**src/rtl/nibble_serial_adder_ctrl.sv**
```systemverilog
// Nibble-serial add/subtract controller driving one shared 4-bit ripple adder.
// Optional saturation on signed overflow: define NIBSER_SAT_EN.

module full_adder (
  input  logic a,
  input  logic b,
  input  logic ci,
  output logic s,
  output logic co
);
  assign s  = a ^ b ^ ci;
  assign co = (a & b) | (ci & (a ^ b));
endmodule

module adder4 (
  input  logic [3:0] a,
  input  logic [3:0] b,
  input  logic       cin,
  output logic [3:0] sum,
  output logic       cout
);
  logic [4:0] c;
  assign c[0] = cin;
  for (genvar i = 0; i < 4; i++) begin : g_fa
    full_adder u_fa (
      .a  (a[i]),
      .b  (b[i]),
      .ci (c[i]),
      .s  (sum[i]),
      .co (c[i+1])
    );
  end
  assign cout = c[4];
endmodule

module nibble_serial_adder_ctrl #(
  parameter int WIDTH = 16
) (
  input  logic             Clk,
  input  logic             Reset_n,
  input  logic             Start,
  input  logic             Sub,
  input  logic [WIDTH-1:0] A,
  input  logic [WIDTH-1:0] B,
  output logic [WIDTH-1:0] S,
  output logic             Cout,
  output logic             Ovf,
  output logic             Busy,
  output logic             Done
);
  localparam int NIBS = WIDTH / 4;
  localparam int IW   = (NIBS > 1) ? $clog2(NIBS) : 1;
  localparam logic [IW-1:0] LAST = IW'(NIBS - 1);

  typedef enum logic [1:0] {
    IDLE,
    RUN,
    DONE
  } state_t;

  state_t           state_q, state_d;
  logic [IW-1:0]    idx_q, idx_d;
  logic             carry_q, carry_d;
  logic [WIDTH-1:0] areg_q, areg_d;
  logic [WIDTH-1:0] breg_q, breg_d;
  logic [WIDTH-1:0] s_q, s_d;
  logic             cout_q, cout_d;
  logic             ovf_q, ovf_d;

  logic [3:0] nib_sum;
  logic       nib_cout;
  logic       ovf_now;
  logic       accept;

  adder4 u_add (
    .a    (areg_q[3:0]),
    .b    (breg_q[3:0]),
    .cin  (carry_q),
    .sum  (nib_sum),
    .cout (nib_cout)
  );

  assign ovf_now = (areg_q[3] == breg_q[3]) & (nib_sum[3] != areg_q[3]);

  // Next-state: operand latch on accept, one adder pass per RUN cycle
  always_comb begin
    state_d = state_q;
    idx_d   = idx_q;
    carry_d = carry_q;
    areg_d  = areg_q;
    breg_d  = breg_q;
    s_d     = s_q;
    cout_d  = cout_q;
    ovf_d   = ovf_q;
    accept  = 1'b0;
    unique case (state_q)
      IDLE: begin
        if (Start) accept = 1'b1;
      end
      RUN: begin
        s_d[{idx_q, 2'b00} +: 4] = nib_sum;
        carry_d = nib_cout;
        areg_d  = areg_q >> 4;
        breg_d  = breg_q >> 4;
        idx_d   = idx_q + 1'b1;
        if (idx_q == LAST) begin
          cout_d  = nib_cout;
          ovf_d   = ovf_now;
          state_d = DONE;
`ifdef NIBSER_SAT_EN
          if (ovf_now)
            s_d = {areg_q[3], {(WIDTH-1){~areg_q[3]}}};
`endif
        end
      end
      DONE: begin
        if (Start) accept = 1'b1;
        else       state_d = IDLE;
      end
      default: state_d = IDLE;
    endcase
    if (accept) begin
      state_d = RUN;
      areg_d  = A;
      breg_d  = Sub ? ~B : B;
      carry_d = Sub;
      idx_d   = '0;
      s_d     = '0;
    end
  end

  // State and datapath registers, cleared asynchronously
  always_ff @(posedge Clk or negedge Reset_n) begin
    if (!Reset_n) begin
      state_q <= IDLE;
      idx_q   <= '0;
      carry_q <= 1'b0;
      areg_q  <= '0;
      breg_q  <= '0;
      s_q     <= '0;
      cout_q  <= 1'b0;
      ovf_q   <= 1'b0;
    end else begin
      state_q <= state_d;
      idx_q   <= idx_d;
      carry_q <= carry_d;
      areg_q  <= areg_d;
      breg_q  <= breg_d;
      s_q     <= s_d;
      cout_q  <= cout_d;
      ovf_q   <= ovf_d;
    end
  end

  assign S    = s_q;
  assign Cout = cout_q;
  assign Ovf  = ovf_q;
  assign Busy = (state_q == RUN);
  assign Done = (state_q == DONE);

endmodule
```
**config.mk**
```make
export PLATFORM = sky130hd
export DESIGN_NAME = nibble_serial_adder_ctrl
export DESIGN_NICKNAME = d
export VERILOG_FILES = /design/src/rtl/nibble_serial_adder_ctrl.sv
export SDC_FILE = /design/constraint.sdc
export NUM_CORES = 1
export LEC_CHECK = 0
export ABC_CLOCK_PERIOD_IN_PS = 2600
export CAP_MARGIN = 0
export CORE_MARGIN = 2
export CORE_UTILIZATION = 48
export CTS_BUF_LIST = sky130_fd_sc_hd__clkbuf_8
export DETAILED_ROUTE_END_ITERATION = 16
export PLACE_DENSITY = 0.85
export SLEW_MARGIN = 30
export SYNTH_ARGS = -nofsm -noshare
export SYNTH_HDL_FRONTEND = slang
export SYNTH_HIERARCHICAL = 1
export SYNTH_SLANG_ARGS = --single-unit
export TNS_END_PERCENT = 100
```
**constraint.sdc**
```tcl
create_clock -name Clk -period 2.6 [get_ports Clk]
set_input_delay 0.65 -clock Clk [delete_from_list [all_inputs] [get_ports Clk]]
set_output_delay 0.65 -clock Clk [all_outputs]
set_load 0.005 [all_outputs]
```
==> results_dict.tcl <==
set metrics [dict create \
    status "completed" \
    clkLatencyLatePin_ps 320 \
    numPortBuffers 55 \
    synthXorXnorAreaFrac_pct 5.23 \
    r2r_start "areg_q[0]" \
    hold_path_class "input pin to async pin" \
    gp_congestion 0.778 \
    cts_made_buffers 5 \
    syn_inst 214 \
    p_leak_nw 1.60 \
    period_minus_slack_ps 2480 \
    synth_cell_types 30 \
    vias 1782 \
    pwr-share-comb_pct 48.7 \
    switching_share_pct 38.0 \
    crit_arrival_ps 2690 \
    power_frac_clock_pct 12.4 \
    yosys_warnings 6 \
    synth_mux_area_share_pct 7.20 \
    grt_overflow 0 \
    dpl.hpwl_mm 3.75 \
    cts_hold_buf 0 \
    required_ps 2810 \
    max_freq_mhz 403 \
    yosys.area_share.simple_pct 7.66 \
    syn-cell-area_sq_mm 0.00268 \
    yosys.area_share.adder_pct 5.79 \
    via_per_inst 5.18 \
    wl_mm 5.00 \
    drc 0 \
    drt_iter0_drc 86 \
    grt_max_degree 50 \
    yosys_register_bits 55 \
    end_kind "register" \
    reg2reg_slack_ps 120 \
    clock-sinks 55 \
    nNetsFinal 317 \
    ff2ff_path_depth 7 \
    route.antenna.remaining_nets 0 \
    setup_viol 0 \
    startpoint_type "register" \
    fillers 443 \
    p_switching_mw 1.41 \
    crit_type "register to register" \
    synth_compound_area_share_pct 18.2 \
    tritoncts "built" \
    multi_input_area_sq_mm 0.00120 \
    routedWlPerCell_um 14.5 \
    syn_nets 260 \
    skew_ps 14.4 \
    maxCapViolations 0 \
    clk_path_buf_depth 2 \
    period_share_pct 95.5 \
    synth_area_leaders "dfrtp_1 51%, a22o_1 11%, mux2i_1 6.4%" \
    layout-drive-gt1-share_pct 11.0 \
    critPathLaunch "areg_q[0]" \
    areaGrowthSynthToFinish_pct 26.3 \
    power_mw 3.70 \
    final_util_pct 62.2 \
    peakVddDrop_mv 0.423 \
    track_usage_pct 17.9 \
    fin_setup_tns_ps 0 \
    rsz0062_at_grt "no" \
    path_clk_slew_ps 100 \
    diodes 0 \
    crit_end "Ovf" \
    avgSynthCellArea_sq_um 12.5 \
    dieWidth_um 78.7 \
    row_count 27 \
    firstDrtPassIters 4 \
    yosysTopAreaCellShare_pct 51.4 \
    grt_first_pass_wirelength_mm 8.43 \
    worstPathMaxFanout 2 \
    p_per_area_mw_per_mm2 1090 \
    slew_viol_final 0 \
    worstMarginPinSlew_ps 585 \
    fp.coreArea_sq_mm 0.00544 \
    first_global_vias 1700 \
    die-area_sq_mm 0.00619 \
    synth_top_family_by_area "compound AO/OA/AOI/OAI gates" \
    antenna_found_initial 0 \
    htreeDepth 2 \
    p_int_mw 2.29 \
    seq_area_frac_synth_pct 51.4 \
    die_height_um 78.7 \
    r2r-end "Ovf" \
    synth_top_area_cell "dfrtp_1" \
    sequentialPowerShare_pct 38.9 \
    slew_headroom_pct 61.0 \
    seq_area_sq_mm 0.00138 \
    cts-root-buf "clkbuf_8" \
    final-hold-violation-count 0 \
    start_util_pct 49.2 \
    pin_count 56 \
]
-- layout by cell type (no fill, tap or decap), drive strengths merged --
master,synthesis,final
inv,3,4
clkinv,0,1
o21bai,1,1
mux2i,17,17
fa,4,4
nand2,17,17
xor2,16,16
clkbuf,1,5
buf,12,9
and3b,2,2
o21ai,17,17
nor2,2,2
nand2b,1,1
a21oi,7,7
clkinvlp,0,1
and2,1,1
a21o,8,8
nor3b,2,2
dfrtp,55,55
and3,4,4
a22o,33,33
ha,6,6
clkdlybuf4s50,0,54
and2b,1,1
nor2b,1,1
mux2,2,2
nor4b,1,1
-- cell families after synthesis --
| logic type | after synthesis |
|---|---|
| adders and majority gates | 10 |
| AOI/OAI and AO/OA | 66 |
| buffers and inverters | 16 |
| muxes | 19 |
| and+or+nand+nor | 32 |
| DFF | 55 |
| xor gates and xnor gates | 16 |
-- synth_stat cells --
| cell | instances |
|---|---|
| a21o_1 | 8 |
| a21oi_1 | 4 |
| a21oi_2 | 3 |
| a22o_1 | 33 |
| and2_1 | 1 |
| and2b_1 | 1 |
| and3_1 | 4 |
| and3b_1 | 2 |
| buf_2 | 4 |
| buf_4 | 2 |
| buf_6 | 6 |
| clkbuf_1 | 1 |
| dfrtp_1 | 55 |
| fa_1 | 4 |
| ha_1 | 6 |
| inv_1 | 2 |
| inv_4 | 1 |
| mux2_2 | 2 |
| mux2i_1 | 17 |
| nand2_1 | 17 |
| nand2b_4 | 1 |
| nor2_1 | 1 |
| nor2_8 | 1 |
| nor2b_2 | 1 |
| nor3b_1 | 2 |
| nor4b_4 | 1 |
| o21ai_0 | 8 |
| o21ai_1 | 9 |
| o21bai_1 | 1 |
| xor2_1 | 16 |
-- what timing repair did --
action                     4_1_cts  5_1_grt
setup endpoints to repair        0        5
resized for setup                0        2
setup buffers                    0        1
-- area by class of cell --
cell class                 count  share of cell area, %
clock buffer                   5                   2.04
clock inverter                 3                  0.481
inverter                       3                  0.407
multi-input combinational    143                   35.4
sequential                    55                   40.7
tap                           72                   2.66
timing repair buffer          63                   18.3
-- flip-flops by register name (all words and copies together), names as in the netlist --
| register | count |
|---|---|
| Cout | 1 |
| Ovf | 1 |
| S | 16 |
| areg_q | 16 |
| breg_q | 16 |
| carry_q | 1 |
| idx_q | 2 |
| state_q | 2 |
-- power groups by stage --
| stage | logic [mW] | clock network [mW] | registers, mW |
|---|---|---|---|
| floorplan | 1.29 | 0 | 1.39 |
| global placement | 1.74 | 0 | 1.44 |
| detailed placement | 1.79 | 0 | 1.45 |
| CTS | 1.79 | 0.465 | 1.44 |
| global route | 2.00 | 0.509 | 1.48 |
| finish | 1.80 | 0.459 | 1.44 |
-- critical path, stage by stage, from the launching register on --
cell     delay (ps)
dfrtp_1         420
fa_2            410
fa_2            350
fa_2            340
fa_1            500
and3b_1         190
a21oi_2          90
a21oi_1          70
-- how the worst min path moves through the flow --
stage | to | slack (ps) | depth (start not counted)
floorplan | Cout | 350 | 0
global placement | areg_q[7] | 460 | 1
detailed placement | areg_q[6] | 470 | 1
CTS | S[13] | 340 | 1
global route | S[14] | 360 | 1
finish | S[14] | 320 | 1
-- metrics by stage --
stage | hold slack [ps] | instances | area [sq um] | worst slack [ps]
2_1_floorplan | 354 | 214 | 2680 | 40.1
3_3_place_gp | 460 | 335 | 3280 | 108
3_5_place_dp | 465 | 335 | 3280 | 29.3
4_1_cts | 342 | 343 | 3370 | 19.1
5_1_grt | 359 | 344 | 3380 | 19.5
6_report | 319 | 344 | 3380 | 117
-- metal layers --
layer | share of wire, % | GRT usage (%) | routed length (um) | up-vias
met5 | 0 | 0 | 0 | -
li1 | - | - | - | 884
met1 | 46 | 24.6 | 2310 | 845
met4 | 1.5 | 5.79 | 74 | 0
met2 | 48 | 27.6 | 2410 | 46
met3 | 4.2 | 4.71 | 210 | 7
(Power assumes the default switching activity.)
